File: src/rtl/shift_add_mult.sv
// Iterative shift-and-add multiplier with a valid/ready handshake on both sides.
// Takes one operand pair in IDLE, runs WIDTH add/shift steps in CALC, and holds
// the full 2*WIDTH-bit product in DONE until the consumer takes it.
// Optional feature macro: SIGNED_MULT_EN (two's complement operands and product).
module shift_add_mult #(
  parameter int WIDTH = 4
) (
  input  logic               clk,
  input  logic               rst_n,
  input  logic               in_valid,
  output logic               in_ready,
  input  logic [WIDTH-1:0]   m,
  input  logic [WIDTH-1:0]   q,
  output logic               out_valid,
  input  logic               out_ready,
  output logic [2*WIDTH-1:0] p
);

  localparam int CW = $clog2(WIDTH);
  localparam logic [CW-1:0] CNT_LAST = CW'(WIDTH - 1);

  typedef enum logic [1:0] {IDLE, CALC, DONE} state_t;

  // Latched operand pair (magnitudes in signed mode).
  typedef struct packed {
    logic [WIDTH-1:0] m;
    logic [WIDTH-1:0] q;
  } opnd_t;

  state_t             state;
  opnd_t              op_r;
  logic [CW-1:0]      cnt;
  logic [2*WIDTH-1:0] acc;
  logic [2*WIDTH-1:0] addend;
  logic [2*WIDTH-1:0] acc_nxt;
  logic [2*WIDTH-1:0] res;
  logic [WIDTH-1:0]   m_mag;
  logic [WIDTH-1:0]   q_mag;

`ifdef SIGNED_MULT_EN
  logic neg_r;

  // Magnitudes fit in WIDTH unsigned bits, including -2^(WIDTH-1).
  assign m_mag = m[WIDTH-1] ? (~m + WIDTH'(1)) : m;
  assign q_mag = q[WIDTH-1] ? (~q + WIDTH'(1)) : q;
  assign res   = neg_r ? (~acc_nxt + (2*WIDTH)'(1)) : acc_nxt;

  // Remember whether the final product must be negated.
  always_ff @(posedge clk or negedge rst_n) begin
    if (!rst_n)                       neg_r <= 1'b0;
    else if (state == IDLE && in_valid) neg_r <= m[WIDTH-1] ^ q[WIDTH-1];
  end
`else
  assign m_mag = m;
  assign q_mag = q;
  assign res   = acc_nxt;
`endif

  // One partial product per CALC cycle: multiplicand shifted by the bit index.
  always_comb begin
    addend  = '0;
    if (op_r.q[cnt]) addend = {{WIDTH{1'b0}}, op_r.m} << cnt;
    acc_nxt = acc + addend;
  end

  // Control FSM with registered handshake outputs and product register.
  always_ff @(posedge clk or negedge rst_n) begin
    if (!rst_n) begin
      state     <= IDLE;
      op_r      <= '0;
      cnt       <= '0;
      acc       <= '0;
      p         <= '0;
      out_valid <= 1'b0;
      in_ready  <= 1'b1;
    end else begin
      case (state)
        IDLE: begin
          if (in_valid) begin
            op_r     <= '{m: m_mag, q: q_mag};
            acc      <= '0;
            cnt      <= '0;
            in_ready <= 1'b0;
            state    <= CALC;
          end
        end
        CALC: begin
          acc <= acc_nxt;
          cnt <= cnt + CW'(1);
          // Fixed latency: no early exit on zero operands.
          if (cnt == CNT_LAST) begin
            p         <= res;
            out_valid <= 1'b1;
            state     <= DONE;
          end
        end
        DONE: begin
          if (out_ready) begin
            out_valid <= 1'b0;
            in_ready  <= 1'b1;
            state     <= IDLE;
          end
        end
        default: begin
          out_valid <= 1'b0;
          in_ready  <= 1'b1;
          state     <= IDLE;
        end
      endcase
    end
  end

endmodule

File: config.mk
export PLATFORM = sky130hd
export DESIGN_NAME = shift_add_mult
export DESIGN_NICKNAME = d
export VERILOG_FILES = /design/src/rtl/shift_add_mult.sv
export SDC_FILE = /design/constraint.sdc
export NUM_CORES = 1
export LEC_CHECK = 0
export CORE_ASPECT_RATIO = 2
export CORE_MARGIN = 2
export CORE_UTILIZATION = 49
export DETAILED_ROUTE_END_ITERATION = 12
export GPL_ROUTABILITY_DRIVEN = 0
export GPL_TIMING_DRIVEN = 0
export PLACE_DENSITY_LB_ADDON = 0.05
export SLEW_MARGIN = 30
export SYNTH_ARGS = -nofsm -noshare
export SYNTH_HDL_FRONTEND = slang
export SYNTH_SLANG_ARGS = --single-unit
File: constraint.sdc
create_clock -name clk -period 2.2 [get_ports clk]
set_clock_uncertainty 0.05 [all_clocks]
set_input_delay 0.44 -clock clk [delete_from_list [all_inputs] [get_ports clk]]
set_output_delay 0.44 -clock clk [all_outputs]
set_load 0.01 [all_outputs]
==> impl_summary.txt, run 1 <==
----------------------------------------------------
[Outcome]
  Outcome ... finished, violations left
  Violated checks ... setup timing

[Timing]
  Final-report hold violation count ... 0
  Maximum clock frequency ... 444 MHz
  Actual slew at the worst max-slew pin ... 0.646 ns
  Worst max-slew margin expressed relative to the limit ... 0.570
  Number of failing setup endpoints in the final timing report ... 5
  Min setup slack post-route ... -0.0517 ns
  Unrepaired setup endpoints after global routing ... yes
  Period utilisation layout ... 1.02
  Clock period minus final worst setup slack ... 2.25 ns
  Total negative setup slack ... -0.175 ns
  Total count of max-transition violations in the final report ... 0

[Hold path]
  HP Class ... primary input to async pin

[CTS]
  Level count of the clock H-tree ... 2
  Clk_lat worst skew ... 0.29 ns
  Hold buffers post-CTS ... 0
  Clock tree buffer depth ... 2
  Clock-pin slew on the worst setup and hold paths ... 0.07 ns
  Clk Tree Root Cell ... sky130_fd_sc_hd__clkbuf_8
  CTS Sinks ... 30
  TritonCTS clock tree ... done
  Inserted Clock Buffers ... 5

[Setup path]
  Data required time of the critical path ... 2.31 ns
  Start point of the critical path ... cnt[0]
  Maximum fanout along the worst path ... 5
  Kind of critical path ... flip-flop to flip-flop
  Kind of end point of the critical path ... flip-flop
  Startpoint of the worst-slack reg-to-reg timing path ... cnt[0]
  Critical Path AT ... 2.37 ns
  Crit start category ... flip-flop

[Die]
  Vertical die dimension ... between 80 and 90 um
  Total Die Area ... 0.00379 mm^2
  Number of cell rows ... 29
  Die extent in x ... 44.5 um
  Core Box Area ... 0.00316 mm^2
  Initial Util ... 0.510
  Num ports ... 22

[Place]
  Total half-perimeter wirelength after legalization and detailed placement ... ~2.5 mm
  Number of buffer cells added on primary ports ... 21
  Standard cell area after detailed placement ... 0.00188 mm^2

[Finish]
  Growth of design area from synthesis to finish ... 31.9%
  Sequential cell area ... 753 um^2
  Commonest cells after routing, fill and taps aside ... 28 x sky130_fd_sc_hd__dfrtp_1, 24 x sky130_fd_sc_hd__nand2_1, 20 x sky130_fd_sc_hd__clkdlybuf4s50_1
  Fill cell total of the finished layout ... between 200 and 250
  Diode count ... 0
  Post-route design area ... 0.00212 mm^2
  Most common library cell in the layout ignoring fill and taps ... sky130_fd_sc_hd__dfrtp_1
  Final nets ... 207
  Multi-input logic area ... 920 um^2
  Fraction of final layout cells with drive strength greater than 1 ... 0.299

[GRT]
  Global route overflow ... 0
  Antenna violations before repair ... 0
  Total track usage ... 0.207
  Pin count of the biggest net entering global routing ... 31
  Vias in the first global route ... around 1300
  Global-route wire length before repair ... 5.75 mm

[Synth]
  Number of standard cells after synthesis ... 152
  Area share of and/or/nand/nor cells after synthesis ... 0.131
  Register bit total from synthesis ... 30
  Synthesized-area fraction occupied by adder cells ... 0.0746
  Number of enable-type register cells in the synthesized netlist ... 0
  Compound-cell area share of the yosys netlist ... 0.152
  Xor-xnor portion of the synthesized cell area ... 0.0326
  Top FF cell, synth ... sky130_fd_sc_hd__dfrtp_1
  Share of synthesized area spent on multiplexers ... 0.109
  Post-Syn Nets ... 173
  Main combinational cell family by area after synthesis ... compound AO/OA/AOI/OAI gates
  Cell variety after synth ... 34
  Count of synthesis-stage warnings from yosys ... 0
  Area of the mapped netlist ... 0.00161 mm^2
  Syn_area_per_cell ... between 10 and 15 um^2
  Share of the yosys chip area belonging to registers ... 0.467
  Post-synthesis async set-or-reset flop share ... 1.00

[Detailed routing]
  Routed wire length ... 3.60 mm
  Post-detailed-route via-to-cell ratio ... 5.78
  Count of unresolved DRC violations after routing ... 0
  DRT antenna net count ... 0
  Violation count after the first detailed-route iteration ... 29
  Mean routed wirelength per cell ... around 17 um
  Number of vias in the routed layout ... between 1000 and 1500
  DR pass1 iterations ... 4

[Power and ir drop]
  Worst vdd rail ir drop ... 1050 uV
  Net Sw Power ... 0.00145 W
  Switching part of the total ... 0.403
  Power density cells ... 1690 mW/mm^2
  Lkg Pwr ... 0.884 nW
  Clk network pwr share ... 0.130
  Reg power frac ... 0.288
  Cell-internal power ... 0.00215 W
  Combinational power share ... 0.582

[Flow run]
  Maxcap violations ... 0

----------------------------------------------------
[timing repair]
action	in CTS	in global routing
endpoints found under the setup margin	10	8
endpoints found under the hold margin	0	0
resized for setup	23	7
setup buffers	5	1
pin swaps	15	6
[final cells by class]
| class | count | area share |
|---|---|---|
| Multi-Input combinational cell | 113 | 0.433 |
| Sequential cell | 30 | 0.355 |
| Timing Repair Buffer | 27 | 0.118 |
| Clock buffer | 6 | 0.0389 |
| Buffer | 6 | 0.0265 |
| Tap cell | 31 | 0.0183 |
| Clock inverter | 2 | 0.00589 |
| Inverter | 3 | 0.00530 |
[layer usage]
layer	vias up	share of wire	GRT usage
met2	29	0.56	0.362
li1	604	-	-
met1	618	0.38	0.224
met4	0	0.026	0.0937
met5	-	0	0
met3	8	0.034	0.0447
[critical path, cell delays in order (launching register included)]
cell                      delay, ns
sky130_fd_sc_hd__dfrtp_2       0.43
sky130_fd_sc_hd__mux4_2        0.53
sky130_fd_sc_hd__and2_1        0.19
sky130_fd_sc_hd__ha_4          0.30
sky130_fd_sc_hd__o21ai_4       0.06
sky130_fd_sc_hd__o21ai_1       0.18
sky130_fd_sc_hd__a21oi_2       0.08
sky130_fd_sc_hd__xor2_1        0.22
sky130_fd_sc_hd__o21ai_1       0.09
[sequential cells by signal, indices dropped and copies added (netlist names)]
signal	count
acc	8
cnt	2
in_ready	1
op_r	8
out_valid	1
p	8
state	2
[Yosys cell counts, types with 2 or more instances]
| cell | count | area [um^2] |
|---|---|---|
| sky130_fd_sc_hd__o31ai_1 | 2 | 15.0 |
| sky130_fd_sc_hd__nand2_1 | 24 | 90.1 |
| sky130_fd_sc_hd__ha_1 | 8 | 100 |
| sky130_fd_sc_hd__xnor2_1 | 3 | 26.3 |
| sky130_fd_sc_hd__mux2_2 | 8 | 90.1 |
| sky130_fd_sc_hd__nor2_1 | 5 | 18.8 |
| sky130_fd_sc_hd__mux2_4 | 2 | 30.0 |
| sky130_fd_sc_hd__and2_1 | 4 | 25.0 |
| sky130_fd_sc_hd__clkbuf_1 | 2 | 7.51 |
| sky130_fd_sc_hd__nand3b_1 | 2 | 15.0 |
| sky130_fd_sc_hd__o22ai_1 | 4 | 25.0 |
| sky130_fd_sc_hd__o21ai_0 | 20 | 100 |
| sky130_fd_sc_hd__xor2_1 | 3 | 26.3 |
| sky130_fd_sc_hd__nand3_1 | 2 | 10.0 |
| sky130_fd_sc_hd__dfrtp_1 | 29 | 726 |
| sky130_fd_sc_hd__buf_6 | 2 | 22.5 |
| sky130_fd_sc_hd__inv_1 | 3 | 11.3 |
| sky130_fd_sc_hd__mux4_2 | 2 | 45.0 |
| sky130_fd_sc_hd__a21oi_1 | 12 | 60.1 |
[power by group through the flow]
stage | registers (W) | clock network, W | logic, W
floorplan | 0.00100 | 0 | 0.00122
global placement | 0.00101 | 0 | 0.00165
detailed placement | 0.00103 | 0 | 0.00169
CTS | 0.00102 | 0.000476 | 0.00197
global route | 0.00106 | 0.000491 | 0.00229
finish | 0.00103 | 0.000465 | 0.00209
[through the flow]
stage          utilization  power [W]  std cells  hold slack (ns)  worst slack, ns
4_1_cts              0.662    0.00347        217            0.150          -0.0411
2_1_floorplan            -    0.00222        152           0.0944           0.0156
5_1_grt              0.673    0.00384        218            0.200           -0.154
6_report             0.673    0.00359        218            0.120          -0.0517
3_5_place_dp         0.597    0.00272        204            0.420           -0.289
3_3_place_gp         0.598    0.00266        204            0.414           -0.267
[logic make-up after synthesis]
| family | Yosys count |
|---|---|
| flops | 30 |
| xor+xnor | 6 |
| simple gates | 42 |
| mux | 13 |
| compound gates | 43 |
| buf+inv | 9 |
| fa+ha+maj | 9 |
[final timing paths]
kind                       endpoint  slack (ns)  depth (start not counted)
max in group asynchronous    cnt[0]        1.51                          1
min                        state[0]        0.12                          1
max reg2reg                  acc[5]       -0.05                          8
min in group clk               p[2]        0.43                          2
max                          acc[5]       -0.05                          8
min reg2reg                    p[2]        0.43                          2
Power figures use the tool's default switching activity.
==> run 2: changes to the inputs <==
--- a/config.mk
+++ b/config.mk
@@ -11,7 +11,7 @@
 export DETAILED_ROUTE_END_ITERATION = 12
 export GPL_ROUTABILITY_DRIVEN = 0
 export GPL_TIMING_DRIVEN = 0
-export PLACE_DENSITY_LB_ADDON = 0.05
+export PLACE_DENSITY = 0.75
 export SLEW_MARGIN = 30
 export SYNTH_ARGS = -nofsm -noshare
 export SYNTH_HDL_FRONTEND = slang
==> run 2 against run 1 <==
The flow still finishes with violations (setup timing). Clock power is 11% lower. Maximum frequency shrank 0.16%. Flip-flop and latch count is the same. Final cell count shrank 1.4%. Via count is 1.4% higher. Critical endpoint is now acc[6].
==> impl_summary.txt, run 2 (same netlist as run 1, synthesis figures left out) <==
----------------------------------------------------
[Detailed routing]
  Mean routed wirelength per cell ... ~17 um
  Violation count after the first detailed-route iteration ... 24
  Post-detailed-route via-to-cell ratio ... 5.93
  Count of unresolved DRC violations after routing ... 0
  DRT antenna net count ... 0
  DR pass1 iterations ... 4
  Routed wire length ... 3.57 mm
  Number of vias in the routed layout ... 1276

[GRT]
  Global-route wire length before repair ... 6.13 mm
  Vias in the first global route ... roughly 1300
  Global route overflow ... 0
  Antenna violations before repair ... 0
  Pin count of the biggest net entering global routing ... 31
  Total track usage ... 0.222

[CTS]
  Level count of the clock H-tree ... 2
  Clock-pin slew on the worst setup and hold paths ... 0.06 ns
  TritonCTS clock tree ... done
  Clk_lat worst skew ... 0.28 ns
  Clk Tree Root Cell ... sky130_fd_sc_hd__clkbuf_8
  Clock tree buffer depth ... 2
  Inserted Clock Buffers ... 5
  CTS Sinks ... 30

[Finish]
  Most common library cell in the layout ignoring fill and taps ... sky130_fd_sc_hd__dfrtp_1
  Final core utilization ... 0.657
  Fraction of final layout cells with drive strength greater than 1 ... 0.255
  Biggest regs ... acc: 8 flops, op_r: 8 flops, p: 8 flops
  Final nets ... 205
  Growth of design area from synthesis to finish ... 28.8%
  Commonest cells after routing, fill and taps aside ... 28 x sky130_fd_sc_hd__dfrtp_1, 24 x sky130_fd_sc_hd__nand2_1, 20 x sky130_fd_sc_hd__clkdlybuf4s50_1
  Diode count ... 0

[Setup path]
  Crit start category ... flip-flop
  End point of the critical path ... acc[6]
  Critical Path AT ... between 2 and 2.5 ns
  Kind of critical path ... flip-flop to flip-flop
  Capture instance of the worst register-to-register path ... acc[6]
  Startpoint of the worst-slack reg-to-reg timing path ... cnt[0]
  Start point of the critical path ... cnt[0]
  Setup slack of the worst register-to-register path ... -0.06 ns
  Data required time of the critical path ... 2.31 ns
  Cell count of the worst reg-to-reg path ... 10
  Kind of end point of the critical path ... flip-flop
  Maximum fanout along the worst path ... 10

[Power and ir drop]
  Clk network pwr share ... 0.120
  Power density cells ... 1650 mW/mm^2
  Reg power frac ... 0.300
  Cell-internal power ... around 0.0021 W
  Total power consumption of the routed design ... between 0.003 and 0.004 W
  Worst vdd rail ir drop ... just over 900 uV
  Switching part of the total ... 0.401
  Combinational power share ... 0.579
  Lkg Pwr ... 0.876 nW
  Net Sw Power ... 0.00137 W

[Outcome]
  Violated checks ... setup timing
  Outcome ... finished, violations left

[Timing]
  Number of failing setup endpoints in the final timing report ... 5
  Final-report hold violation count ... 0
  Actual slew at the worst max-slew pin ... 0.663 ns
  Min setup slack post-route ... -0.0553 ns
  Total count of max-transition violations in the final report ... 0
  Period utilisation layout ... 1.03
  Clock period minus final worst setup slack ... about 2.3 ns
  Unrepaired setup endpoints after global routing ... yes
  Worst max-slew margin expressed relative to the limit ... 0.558
  Maximum clock frequency ... between 400 and 500 MHz

[Die]
  Die extent in x ... roughly 45 um
  Number of cell rows ... 29
  Initial Util ... 0.510
  Core Box Area ... 0.00316 mm^2
  Total Die Area ... 0.00379 mm^2
  Num ports ... 22
  Vertical die dimension ... 85.1 um

[Place]
  Number of buffer cells added on primary ports ... 21
  Pre-CTS worst setup slack ... -0.297 ns
  Total half-perimeter wirelength after legalization and detailed placement ... 2.62 mm

[Hold path]
  HP Class ... primary input to async pin

[Flow run]
  Maxcap violations ... 0

----------------------------------------------------
## run 2: cell types whose count changed in the layout (fill, tap and decap cells not counted), sizes merged
cell / delta
buf: -2
clkinv: -1
clkbuf: +1
clkinvlp: -1
## run 2: cell type report
type | instances | area (um^2)
Tap cell | 31 | 38.8
Buffer | 6 | 62.6
Sequential cell | 30 | 753
Clock buffer | 7 | 76.3
Timing Repair Buffer | 25 | 235
Fill cell | 246 | 1080
Inverter | 3 | 11.3
Multi-Input combinational cell | 113 | 897
## run 2: power groups by stage
stage / sequential [W] / clock, W / combinational, W
CTS: 0.00102 / 0.000422 / 0.00192
floorplan: 0.00100 / 0 / 0.00122
finish: 0.00103 / 0.000413 / 0.00199
global placement: 0.00101 / 0 / 0.00164
global route: 0.00105 / 0.000442 / 0.00219
detailed placement: 0.00103 / 0 / 0.00170
## run 2: metal layers
layer  wire length (um)  track usage
met2               2030        0.394
met5                  0            0
met3                147       0.0574
met4                135        0.116
met1               1270        0.221
## run 2: what timing repair did
item | 4_1_cts | 5_1_grt
gates cloned | 0 | 0
hold buffers | 0 | 0
setup endpoints to repair | 8 | 10
buffers inserted | 4 | 0
gates resized for setup | 19 | 6
pin swaps | 13 | 5
## run 2: worst max-delay path, cell delays in order (launching register included)
cell                       delay (ns)
sky130_fd_sc_hd__dfrtp_2         0.44
sky130_fd_sc_hd__clkbuf_8        0.17
sky130_fd_sc_hd__nand3_1         0.11
sky130_fd_sc_hd__a21oi_2         0.08
sky130_fd_sc_hd__buf_4           0.14
sky130_fd_sc_hd__fa_2            0.39
sky130_fd_sc_hd__a21oi_4         0.19
sky130_fd_sc_hd__o21ai_1         0.10
sky130_fd_sc_hd__a21oi_1         0.16
sky130_fd_sc_hd__xor2_1          0.22
sky130_fd_sc_hd__o22ai_1         0.10
## run 2: worst min-delay path by stage
stage	startpoint	end	slack, ns
3_3_place_gp	p[5]	p[5]	0.41
4_1_cts	rst_n	acc[0]	0.17
5_1_grt	rst_n	state[0]	0.19
2_1_floorplan	rst_n	acc[0]	0.09
3_5_place_dp	p[5]	p[5]	0.42
6_report	rst_n	acc[4]	0.14
## run 2: per-stage QoR
step	std cells	instance area, um^2	hold WS, ns	setup TNS, ns
final	215	2070	0.142	-0.187
after detailed placement	204	1880	0.420	-1.75
after global placement	204	1890	0.410	-1.20
after global routing	215	2070	0.195	-1.12
after floorplan	152	1640	0.0944	0
after CTS	215	2060	0.165	-0.118
